$ cat src/rtl/best_weight_ctrl.sv
// Best-weight sequencer: tracks best epoch error, copies weights on a new best, sweeps them out at finish.
// Optional macro BEST_WEIGHT_EPOCH_LIMIT_EN adds "EPOCH_COUNT reached MAX_EPOCHS" to the stop condition.
module best_weight_ctrl #(
  parameter int BIT_WIDTH   = 32,
  parameter int EXTRA_BIT   = 2,
  parameter int NUM_WEIGHTS = 16,
  parameter int ADDR_WIDTH  = 4,
  parameter int EPOCH_WIDTH = 16,
  parameter int MAX_EPOCHS  = 1000
) (
  input  logic                           clk,
  input  logic                           rst_n,
  input  logic                           start,
  input  logic                           epoch_done,
  input  logic [BIT_WIDTH+EXTRA_BIT-1:0] EPOCH_ERROR,
  input  logic [BIT_WIDTH+EXTRA_BIT-1:0] ERROR_THRESHOLD,
  output logic                           train_stall,
  output logic [ADDR_WIDTH-1:0]          copy_rd_addr,
  output logic [ADDR_WIDTH-1:0]          copy_wr_addr,
  output logic                           copy_we,
  output logic                           training_finish,
  output logic [ADDR_WIDTH-1:0]          out_addr,
  output logic                           out_valid,
  output logic                           done,
  output logic [BIT_WIDTH+EXTRA_BIT-1:0] BEST_ERROR,
  output logic [EPOCH_WIDTH-1:0]         EPOCH_COUNT,
  output logic                           overrun
);

  localparam int W  = BIT_WIDTH + EXTRA_BIT;
  localparam int CW = ADDR_WIDTH + 1;
  localparam logic [ADDR_WIDTH-1:0]  LAST_ADDR   = ADDR_WIDTH'(NUM_WEIGHTS - 1);
  localparam logic [CW-1:0]          COPY_LAST   = CW'(NUM_WEIGHTS);
  localparam logic [EPOCH_WIDTH-1:0] EPOCH_LIMIT = EPOCH_WIDTH'(MAX_EPOCHS);

  typedef enum logic [2:0] {S_IDLE, S_TRAIN, S_COPY, S_READOUT, S_DONE} state_t;

  state_t                 state_q, state_d;
  logic [W-1:0]           best_q, best_d;
  logic [EPOCH_WIDTH-1:0] epoch_q, epoch_d;
  logic                   overrun_q, overrun_d;
  logic                   stop_pend_q, stop_pend_d;
  logic [CW-1:0]          cnt_q, cnt_d;
  logic [ADDR_WIDTH-1:0]  rd_addr_q, rd_addr_d;
  logic [ADDR_WIDTH-1:0]  wr_addr_q, wr_addr_d;
  logic                   we_q, we_d;
  logic [ADDR_WIDTH-1:0]  out_addr_q, out_addr_d;
  logic                   out_valid_q, out_valid_d;
  logic                   stall_q, stall_d;
  logic                   finish_q, finish_d;
  logic                   done_q, done_d;

  logic [EPOCH_WIDTH-1:0] epoch_inc;
  logic                   new_best;
  logic                   stop_now;
  logic                   go_train;
  logic                   go_readout;

  assign epoch_inc = (&epoch_q) ? epoch_q : epoch_q + EPOCH_WIDTH'(1);
  // A cleared counter marks the first epoch, which must win even against an all-ones error.
  assign new_best  = (epoch_q == '0) || (EPOCH_ERROR < best_q);

`ifdef BEST_WEIGHT_EPOCH_LIMIT_EN
  assign stop_now = (EPOCH_ERROR <= ERROR_THRESHOLD) || (epoch_inc == EPOCH_LIMIT);
`else
  logic unused_epoch_limit;
  assign unused_epoch_limit = ^EPOCH_LIMIT;
  assign stop_now = (EPOCH_ERROR <= ERROR_THRESHOLD);
`endif

  always_comb begin
    state_d     = state_q;
    best_d      = best_q;
    epoch_d     = epoch_q;
    overrun_d   = overrun_q;
    stop_pend_d = stop_pend_q;
    cnt_d       = cnt_q;
    rd_addr_d   = rd_addr_q;
    wr_addr_d   = wr_addr_q;
    we_d        = we_q;
    out_addr_d  = out_addr_q;
    out_valid_d = out_valid_q;
    stall_d     = stall_q;
    finish_d    = finish_q;
    done_d      = done_q;
    go_train    = 1'b0;
    go_readout  = 1'b0;

    case (state_q)
      S_IDLE: begin
        if (start) go_train = 1'b1;
      end
      S_TRAIN: begin
        if (epoch_done) begin
          epoch_d = epoch_inc;
          if (new_best) begin
            best_d      = EPOCH_ERROR;
            stop_pend_d = stop_now;
            state_d     = S_COPY;
            stall_d     = 1'b1;
            cnt_d       = '0;
            rd_addr_d   = '0;
            wr_addr_d   = '0;
            we_d        = 1'b0;
          end else if (stop_now) begin
            go_readout = 1'b1;
          end
        end
      end
      S_COPY: begin
        if (epoch_done) overrun_d = 1'b1;
        if (cnt_q == COPY_LAST) begin
          we_d = 1'b0;
          if (stop_pend_q) begin
            go_readout = 1'b1;
          end else begin
            state_d = S_TRAIN;
            stall_d = 1'b0;
          end
        end else begin
          // Write trails read by one cycle to cover the training-memory read latency.
          cnt_d     = cnt_q + CW'(1);
          rd_addr_d = (rd_addr_q == LAST_ADDR) ? rd_addr_q : rd_addr_q + ADDR_WIDTH'(1);
          wr_addr_d = rd_addr_q;
          we_d      = 1'b1;
        end
      end
      S_READOUT: begin
        if (epoch_done) overrun_d = 1'b1;
        if (out_addr_q == LAST_ADDR) begin
          state_d     = S_DONE;
          out_valid_d = 1'b0;
          done_d      = 1'b1;
        end else begin
          out_addr_d = out_addr_q + ADDR_WIDTH'(1);
        end
      end
      S_DONE: begin
        if (start)           go_train  = 1'b1;
        else if (epoch_done) overrun_d = 1'b1;
      end
      default: state_d = S_IDLE;
    endcase

    if (go_train) begin
      state_d     = S_TRAIN;
      best_d      = '1;
      epoch_d     = '0;
      overrun_d   = 1'b0;
      stop_pend_d = 1'b0;
      done_d      = 1'b0;
      finish_d    = 1'b0;
      stall_d     = 1'b0;
      out_valid_d = 1'b0;
      we_d        = 1'b0;
    end

    if (go_readout) begin
      state_d     = S_READOUT;
      finish_d    = 1'b1;
      stall_d     = 1'b1;
      out_addr_d  = '0;
      out_valid_d = 1'b1;
    end
  end

  always_ff @(posedge clk or negedge rst_n) begin
    if (!rst_n) begin
      state_q     <= S_IDLE;
      best_q      <= '1;
      epoch_q     <= '0;
      overrun_q   <= 1'b0;
      stop_pend_q <= 1'b0;
      cnt_q       <= '0;
      rd_addr_q   <= '0;
      wr_addr_q   <= '0;
      we_q        <= 1'b0;
      out_addr_q  <= '0;
      out_valid_q <= 1'b0;
      stall_q     <= 1'b0;
      finish_q    <= 1'b0;
      done_q      <= 1'b0;
    end else begin
      state_q     <= state_d;
      best_q      <= best_d;
      epoch_q     <= epoch_d;
      overrun_q   <= overrun_d;
      stop_pend_q <= stop_pend_d;
      cnt_q       <= cnt_d;
      rd_addr_q   <= rd_addr_d;
      wr_addr_q   <= wr_addr_d;
      we_q        <= we_d;
      out_addr_q  <= out_addr_d;
      out_valid_q <= out_valid_d;
      stall_q     <= stall_d;
      finish_q    <= finish_d;
      done_q      <= done_d;
    end
  end

  assign train_stall     = stall_q;
  assign copy_rd_addr    = rd_addr_q;
  assign copy_wr_addr    = wr_addr_q;
  assign copy_we         = we_q;
  assign training_finish = finish_q;
  assign out_addr        = out_addr_q;
  assign out_valid       = out_valid_q;
  assign done            = done_q;
  assign BEST_ERROR      = best_q;
  assign EPOCH_COUNT     = epoch_q;
  assign overrun         = overrun_q;

endmodule

$ cat config.mk
export PLATFORM = sky130hd
export DESIGN_NAME = best_weight_ctrl
export DESIGN_NICKNAME = d
export VERILOG_FILES = /design/src/rtl/best_weight_ctrl.sv
export SDC_FILE = /design/constraint.sdc
export NUM_CORES = 1
export LEC_CHECK = 0
export CORE_ASPECT_RATIO = 1.1
export CORE_MARGIN = 2
export CORE_UTILIZATION = 30
export CTS_CLUSTER_SIZE = 16
export DETAILED_ROUTE_END_ITERATION = 16
export DONT_BUFFER_PORTS = 1
export SLEW_MARGIN = 20
export SYNTH_ARGS = -nofsm -noshare
export SYNTH_HDL_FRONTEND = slang
export SYNTH_SLANG_ARGS = --single-unit
$ cat constraint.sdc
create_clock -name clk -period 3.4 [get_ports clk]
set_input_delay 0.68 -clock clk [delete_from_list [all_inputs] [get_ports clk]]
set_output_delay 0.68 -clock clk [all_outputs]
set_load 0.05 [all_outputs]
==> results.toml, run 1 <==
[outcome]
status = "completed"

[finish]
fillers = 1735
area_delta_synth_final_pct = 14.66
post-route-util_pct = 35.30
design_area_sq_mm = 0.006028
nets = 773
multi_input_area_sq_mm = 0.002912
diodes = 0
drive_gt1_share_pct = 15.01
regArea_sq_mm = 0.001969

[clock_tree]
clk_pin_slew_ns = 0.06
cts_tree = "done"
h-tree-depth = 3
cts.path.max_buffers = 2
insertion_delay_ns = 0.34
ctsHoldBuffers = 0
cts_setup_buffers = 0
cts_root_buf = "clkbuf_16"
clock_sinks = 77
cts_resized = 0
cts_buffers = 9

[synthesis]
synthDominantCellAreaShare_pct = 20.47
ys_seq_elements = 77
avgSynthCellArea_sq_um = 8.792
netlist_area_sq_mm = 0.005258
synth_cells = 598
synth_area_leader_cell = "dfrtp_1"
post-synth-top-count-cell = "inv_1"
synth_ff_type = "dfrtp_1"
synth-seq-area-share_pct = 37.46
synth_edf_count = 0
synth_cell_types = 52
synth_fp_nets = 743
postSynth.asyncResetShare_pct = 100.0
synthTopCellsByCount = "79 x inv_1, 74 x nor2_1, 73 x ha_1"
synthTopCellsByArea = "dfrtp_1 20%, ha_1 17%, dfstp_2 17%"
ys_warn_count = 0

[sta]
setup_viol = 0
finalSetupTns_ns = 0
slew_viol_final = 0
slew_headroom_pct = 45.08
period_needed_ns = 2.941
worst_pin_slew_ns = 0.8218
skew_ns = 0.007856
fin_crit_sh_pct = 86.51
rsz0062_at_grt = "false"
hold_viol_final = 0
fmax_mhz = 340.0

[power]
ir_drop_mv = 0.2824
powerDensity_mw_per_mm2 = 895.6
leakagePower_nw = 3.009

[worst_hold_path]
hold_path_class = "input port to asynchronous set/reset pin"

[die]
die_x_microns = 130.2
dieArea_sq_mm = 0.01860
chipHeight_microns = 142.8
start_util_pct = 30.78
num_rows = 50
num_io_pins = 140
core_area_sq_mm = 0.01708

[global_route]
grt_pass1_wl_mm = 22.05
grt_usage_pct = 15.51
first_global_vias = 4237
overflow = 0
antenna_found_initial = 0
grt_max_degree = 78

[setup_path]
path_max_fanout = 32
worstSetupEndpointType = "register"
critical_path_required_ns = 3.66
cp-start-kind = "register"
cp.arrival_ns = 3.20
critical_path_class = "register to register"

[detailed_routing]
drt_iter0_drc = 244
avgRoutedWirePerCell_microns = 16.23
drc = 0
drtAntennaViolNets = 0
vias_per_cell = 5.060
dr.pass1.iters = 7
routed_wl_mm = 14.07
vias = 4387

[place]
hpwl_mm = 10.92
portBuffers = 0
gp_congestion = 0.7918
placedInstanceArea_sq_mm = 0.005756

[job]
maxCapViolations = 0
## metrics by stage
stage               power (W)  cells  hold WS (ns)  worst slack (ns)
floorplan            0.003830    598        0.3844            0.6468
global placement     0.004479    851        0.3867            0.3297
detailed placement   0.004512    851        0.3863            0.2927
CTS                  0.005463    867       0.01462            0.4084
global route         0.005794    867      0.004628            0.1505
finish               0.005399    867       0.02619            0.4588
## sequential cells by signal, indices dropped and copies added (netlist names)
register / flops
done: 1
cnt_q: 5
copy_we: 1
out_valid: 1
EPOCH_COUNT: 16
out_addr: 4
copy_wr_addr: 4
training_finish: 1
state_q: 3
train_stall: 1
overrun: 1
BEST_ERROR: 34
copy_rd_addr: 4
stop_pend_q: 1
## placed cells by master (no fill, tap or decap), types with 21 or more instances in the layout
| cell type | count |
|---|---|
| ha_1 | 73 |
| buf_4 | 38 |
| a31oi_1 | 36 |
| inv_1 | 79 |
| nand4_1 | 21 |
| dfrtp_1 | 43 |
| nor2_1 | 74 |
| nand2_1 | 35 |
| dfstp_2 | 34 |
| nand3_1 | 26 |
| a21oi_1 | 33 |
## where the power goes
group | internal, W | total, W | switching [W]
sequential | 0.00137 | 0.00212 | 0.000746
combinational | 0.000798 | 0.00236 | 0.00156
clock | 0.000535 | 0.000925 | 0.000390
total | 0.00270 | 0.00540 | 0.00269
## layout make-up
class | count | area share [%]
Clock buffer | 15 | 4.442
Clock inverter | 1 | 0.08302
Inverter | 79 | 4.919
Multi-Input combinational cell | 423 | 48.30
Sequential cell | 77 | 32.67
Tap cell | 234 | 4.857
Timing Repair Buffer | 38 | 4.732
## routing by layer
metal	part of all wire [%]	routed length, microns	up-vias	GRT usage [%]
li1	-	-	2153	-
met1	44	6209	2075	19.00
met2	47	6672	141	25.90
met3	6.5	920	18	4.046
met4	1.9	266	0	6.169
met5	0	0	-	0
## cells by family after synthesis
group           count (synthesis)  synth area share, %
xor+xnor                       22                3.665
fa+ha+maj                      73                17.37
simple gates                  205                19.13
compound gates                122                14.59
buf+inv                        98                7.591
mux                             1               0.1904
flops                          77                37.46
## worst max-delay path, stage by stage, from the launching register on
cell       delay, ns
dfstp_2         0.53
inv_1           0.05
ha_1            0.31
nand4_1         0.24
nor4_1          0.51
o211ai_1        0.30
o2111ai_4       0.31
buf_4           0.36
nor2_1          0.07
a31oi_1         0.17
## final timing paths
check	startpoint	to	slack, ns	cells past startpoint
max in group asynchronous	rst_n	BEST_ERROR[15]$_DFFE_PN1P_	3.15	0
hold / removal	rst_n	out_addr[3]$_DFFE_PN0P_	0.03	0
min in group clk	EPOCH_ERROR[11]	BEST_ERROR[11]$_DFFE_PN1P_	0.46	2
hold reg to reg	BEST_ERROR[18]$_DFFE_PN1P_	BEST_ERROR[18]$_DFFE_PN1P_	0.50	2
setup / recovery	BEST_ERROR[32]$_DFFE_PN1P_	BEST_ERROR[8]$_DFFE_PN1P_	0.46	9
setup reg to reg	BEST_ERROR[32]$_DFFE_PN1P_	BEST_ERROR[8]$_DFFE_PN1P_	0.46	9
(Power assumes the default switching activity.)
==> run 2: changes to the inputs <==
Settings changed: MAX_ROUTING_LAYER from default to met4, SKIP_LAST_GASP from default to 1.
==> results.toml, run 2 (same netlist as run 1, synthesis figures left out) <==
[detailed_routing]
drtAntennaViolNets = 0
routed_wl_mm = 14.06
drc = 0
avgRoutedWirePerCell_microns = 16.22
vias_per_cell = 5.054
drt_iter0_drc = 262
dr.pass1.iters = 4
vias = 4382

[die]
num_rows = 50
chipHeight_microns = 142.8
core_area_sq_mm = 0.01708
dieArea_sq_mm = 0.01860
start_util_pct = 30.78
num_io_pins = 140
die_x_microns = 130.2

[setup_path]
critical_path_class = "register to register"
slowest_delay_ns = 0.53
critical_path_required_ns = 3.66
cp.arrival_ns = 3.16
crit_path_top_delay_cell = "dfstp_2"
path_max_fanout = 32
crit_path_cell_trace = "inv_1, ha_1, nand4_1, nor4_1, o211ai_1, o2111ai_4, buf_4, nor2_1, a31oi_1"
cp-start-kind = "register"
worstSetupEndpointType = "register"

[finish]
final_cell_mix = "79 x inv_1, 74 x nor2_1, 73 x ha_1"
fillers = 1735
multi_input_area_sq_mm = 0.002912
regArea_sq_mm = 0.001969
final_common_cell = "inv_1"
drive_gt1_share_pct = 15.01
largest_register_ffs = 34
area_delta_synth_final_pct = 14.66
final_cells = 867
diodes = 0
nets = 773

[clock_tree]
cts.path.max_buffers = 2
insertion_delay_ns = 0.34
cts_setup_buffers = 0
clk_pin_slew_ns = 0.06
cts_root_buf = "clkbuf_16"
cts_buffers = 9
ctsHoldBuffers = 0
cts_tree = "done"
cts_resized = 0
h-tree-depth = 3
clock_sinks = 77

[sta]
worst_pin_slew_ns = 0.8221
hold_viol_final = 0
setup_viol = 0
slew_headroom_pct = 45.06
skew_ns = 0.007669
rsz0062_at_grt = "false"
fmax_mhz = 343.8
finalSetupTns_ns = 0
slew_viol_final = 0
fin_crit_sh_pct = 85.56
period_needed_ns = 2.909

[worst_hold_path]
hold_path_class = "input port to asynchronous set/reset pin"

[outcome]
status = "completed"

[global_route]
first_global_vias = 4240
grt_pass1_wl_mm = 22.06
grt_usage_pct = 15.93
grt_max_degree = 78
antenna_found_initial = 0
overflow = 0

[power]
leakagePower_nw = 3.009
powerDensity_mw_per_mm2 = 895.1
ir_drop_mv = 0.2813
p_total_w = 0.005396

[place]
hpwl_mm = 10.92
portBuffers = 0
gp_congestion = 0.8030
place_inst = 851

[job]
maxCapViolations = 0
==> run 2: area by class of cell <==
type                    count  area share (%)
flip-flops and latches     77           32.67
clock inverters             1         0.08302
clock buffers              15           4.442
inverters                  79           4.919
multi-input cells         423           48.30
well taps                 234           4.857
repair buffers             38           4.732
==> run 2: power by group <==
group / internal, W / total (W) / switching (W)
clock: 0.000535 / 0.000922 / 0.000387
combinational: 0.000799 / 0.00236 / 0.00156
sequential: 0.00137 / 0.00212 / 0.000747
==> run 2: path summary, 6_finish.rpt <==
kind | startpoint | endpoint | slack [ns] | cells past startpoint
max in group asynchronous | rst_n | BEST_ERROR[15]$_DFFE_PN1P_ | 3.12 | 0
worst min-delay path | rst_n | EPOCH_COUNT[3]$_DFFE_PN0P_ | 0.03 | 0
min in group clk | EPOCH_ERROR[11] | BEST_ERROR[11]$_DFFE_PN1P_ | 0.46 | 2
worst min register to register | BEST_ERROR[21]$_DFFE_PN1P_ | BEST_ERROR[21]$_DFFE_PN1P_ | 0.50 | 2
worst max register to register | BEST_ERROR[32]$_DFFE_PN1P_ | BEST_ERROR[8]$_DFFE_PN1P_ | 0.49 | 9
worst max-delay path | BEST_ERROR[32]$_DFFE_PN1P_ | BEST_ERROR[8]$_DFFE_PN1P_ | 0.49 | 9
==> run 2: worst max-delay path: cells and delay by family, from the launching register on <==
kind / cells / cell delay (ns)
buffers and inverters: 2 / 0.41
adder cells (fa/ha/maj): 1 / 0.30
AO/OA/AOI/OAI: 3 / 0.77
AND/OR/NAND/NOR: 3 / 0.80
flip-flops: 1 / 0.53
==> run 2: stage by stage <==
stage                     utilization (%)  area (sq um)  hold slack [ns]  worst slack (ns)
after CTS                           35.30          6028          0.01462            0.4084
after detailed placement            33.70          5756           0.3863            0.2927
after global placement              33.70          5756           0.3867            0.3297
after global routing                35.30          6028         0.004519            0.1505
final                               35.30          6028          0.03392            0.4910
after floorplan                         -          5258           0.3844            0.6468
==> run 2: routing by layer <==
| metal | global-route usage [%] | wire length, microns | vias to the layer above |
|---|---|---|---|
| met2 | 26.04 | 6680 | 128 |
| met5 | - | 0 | - |
| met4 | 5.999 | 292 | 0 |
| met3 | 4.084 | 912 | 20 |
| met1 | 18.84 | 6174 | 2083 |
| li1 | - | - | 2151 |
==> run 3: changes to the inputs <==
Settings changed: CORE_ASPECT_RATIO 1.1 to default.
==> results.toml, run 3 (same netlist as run 1, synthesis figures left out) <==
[outcome]
status = "completed"

[clock_tree]
cts_setup_buffers = 0
cts_root_buf = "clkbuf_16"
clk_pin_slew_ns = 0.07
ctsHoldBuffers = 0
cts_tree = "done"
clock_sinks = 77
cts_resized = 0
cts.path.max_buffers = 2
h-tree-depth = 3
cts_buffers = 9
insertion_delay_ns = 0.34

[global_route]
overflow = 0
first_global_vias = 4135
grt_max_degree = 78
met1_usage_pct = 20.35
grt_busiest_layer = "met2"
grt_use_met2_pct = 24.29
grt_usage_pct = 16.28
grt_pass1_wl_mm = 22.39
antenna_found_initial = 0
globalRouteMet3Util_pct = 4.996

[die]
die_x_microns = 136.4
num_rows = 48
core_area_sq_mm = 0.01724
chipHeight_microns = 136.4
num_io_pins = 140
dieArea_sq_mm = 0.01860
start_util_pct = 30.50

[power]
clockPowerShare_pct = 18.5
p_seq_share_pct = 36.8
switchingPower_w = 0.002697
powerDensity_mw_per_mm2 = 906.1
ir_drop_mv = 0.4127
p_sw_share_pct = 48.78
combPwrFrac_pct = 44.7
leakagePower_nw = 3.053
intPower_w = 0.002832

[setup_path]
path_max_fanout = 32
worstSetupEndpointType = "register"
crit_path_top_delay_cell = "dfstp_2"
cp-start-kind = "register"
critical_path_required_ns = 3.65
slowest_delay_ns = 0.53
critical_path_class = "register to register"
crit_path_cell_trace = "inv_1, ha_1, a21oi_1, o21ai_0, a2111o_1, a211oi_1, o2111ai_4, buf_4, a31oi_1"
cp.arrival_ns = 3.28

[detailed_routing]
routed_wl_mm = 14.16
avgRoutedWirePerCell_microns = 16.39
drtAntennaViolNets = 0
drc = 0
dr.pass1.iters = 5
vias = 4286
vias_per_cell = 4.961
drt_iter0_drc = 231

[place]
gp_congestion = 0.8850
place_inst = 848
hpwl_mm = 11.02
portBuffers = 0

[finish]
final_cells = 864
drive_gt1_share_pct = 16.12
diodes = 0
area_delta_synth_final_pct = 16.04
largest_register_ffs = 34
final_common_cell = "inv_1"
final_cell_mix = "79 x inv_1, 74 x nor2_1, 73 x ha_1"
fillers = 1724
nets = 779

[sta]
hold_viol_final = 0
period_needed_ns = 3.028
slew_headroom_pct = 55.09
fin_crit_sh_pct = 89.05
worst_pin_slew_ns = 0.6707
setup_viol = 0
rsz0062_at_grt = "false"
slew_viol_final = 0
skew_ns = 0.01201
finalSetupTns_ns = 0
fmax_mhz = 330.3

[job]
maxCapViolations = 0

[worst_hold_path]
hold_path_class = "input port to asynchronous set/reset pin"
## run 3: final cells by class
class                   count  area (sq um)  area share [%]
flip-flops and latches     77          1969           32.28
well taps                 225         281.5           4.614
clock buffers              11         232.7           3.815
repair buffers             44         330.3           5.414
clock inverters             5         76.32           1.251
inverters                  79         296.5           4.861
multi-input cells         423          2914           47.76
## run 3: worst max-delay path: cells and delay by family (launching register included)
family                     cells  cell delay, ns
buffers and inverters          2            0.41
DFF                            1            0.53
adders and majority gates      1            0.29
AOI/OAI and AO/OA              6            1.70
## run 3: power groups by stage
| stage | Clock, W | Sequential (W) | Combinational, W |
|---|---|---|---|
| 4_1_cts | 0.00105 | 0.00205 | 0.00250 |
| 2_1_floorplan | 0 | 0.00260 | 0.00123 |
| 5_1_grt | 0.00109 | 0.00210 | 0.00274 |
| 3_3_place_gp | 0 | 0.00206 | 0.00245 |
| 6_report | 0.00102 | 0.00203 | 0.00247 |
| 3_5_place_dp | 0 | 0.00206 | 0.00249 |
## run 3: path summary, 6_finish.rpt
kind	end	slack, ns	start	depth (start not counted)
hold reg to reg	BEST_ERROR[10]$_DFFE_PN1P_	0.50	BEST_ERROR[10]$_DFFE_PN1P_	2
max in group asynchronous	BEST_ERROR[22]$_DFFE_PN1P_	3.13	rst_n	0
setup reg to reg	BEST_ERROR[9]$_DFFE_PN1P_	0.37	BEST_ERROR[17]$_DFFE_PN1P_	9
setup / recovery	BEST_ERROR[9]$_DFFE_PN1P_	0.37	BEST_ERROR[17]$_DFFE_PN1P_	9
min in group clk	BEST_ERROR[18]$_DFFE_PN1P_	0.46	EPOCH_ERROR[18]	2
hold / removal	EPOCH_COUNT[13]$_DFFE_PN0P_	0.04	rst_n	0
## run 3: metrics by stage
step	area (sq um)	setup slack [ns]	hold WS, ns	power, W	util [%]
floorplan	5258	0.6468	0.3844	0.003830	-
global placement	5789	0.3246	0.3877	0.004511	33.59
detailed placement	5792	0.2778	0.3885	0.004546	33.60
CTS	6101	0.3641	0.01633	0.005595	35.39
global route	6101	0.1010	0.02546	0.005931	35.39
finish	6101	0.3723	0.03851	0.005528	35.39
## run 3: layer usage
metal,up-vias,routed length (microns)
met3,21,1023
met5,-,0
met4,0,374
met1,1977,6365
met2,115,6395
li1,2173,-
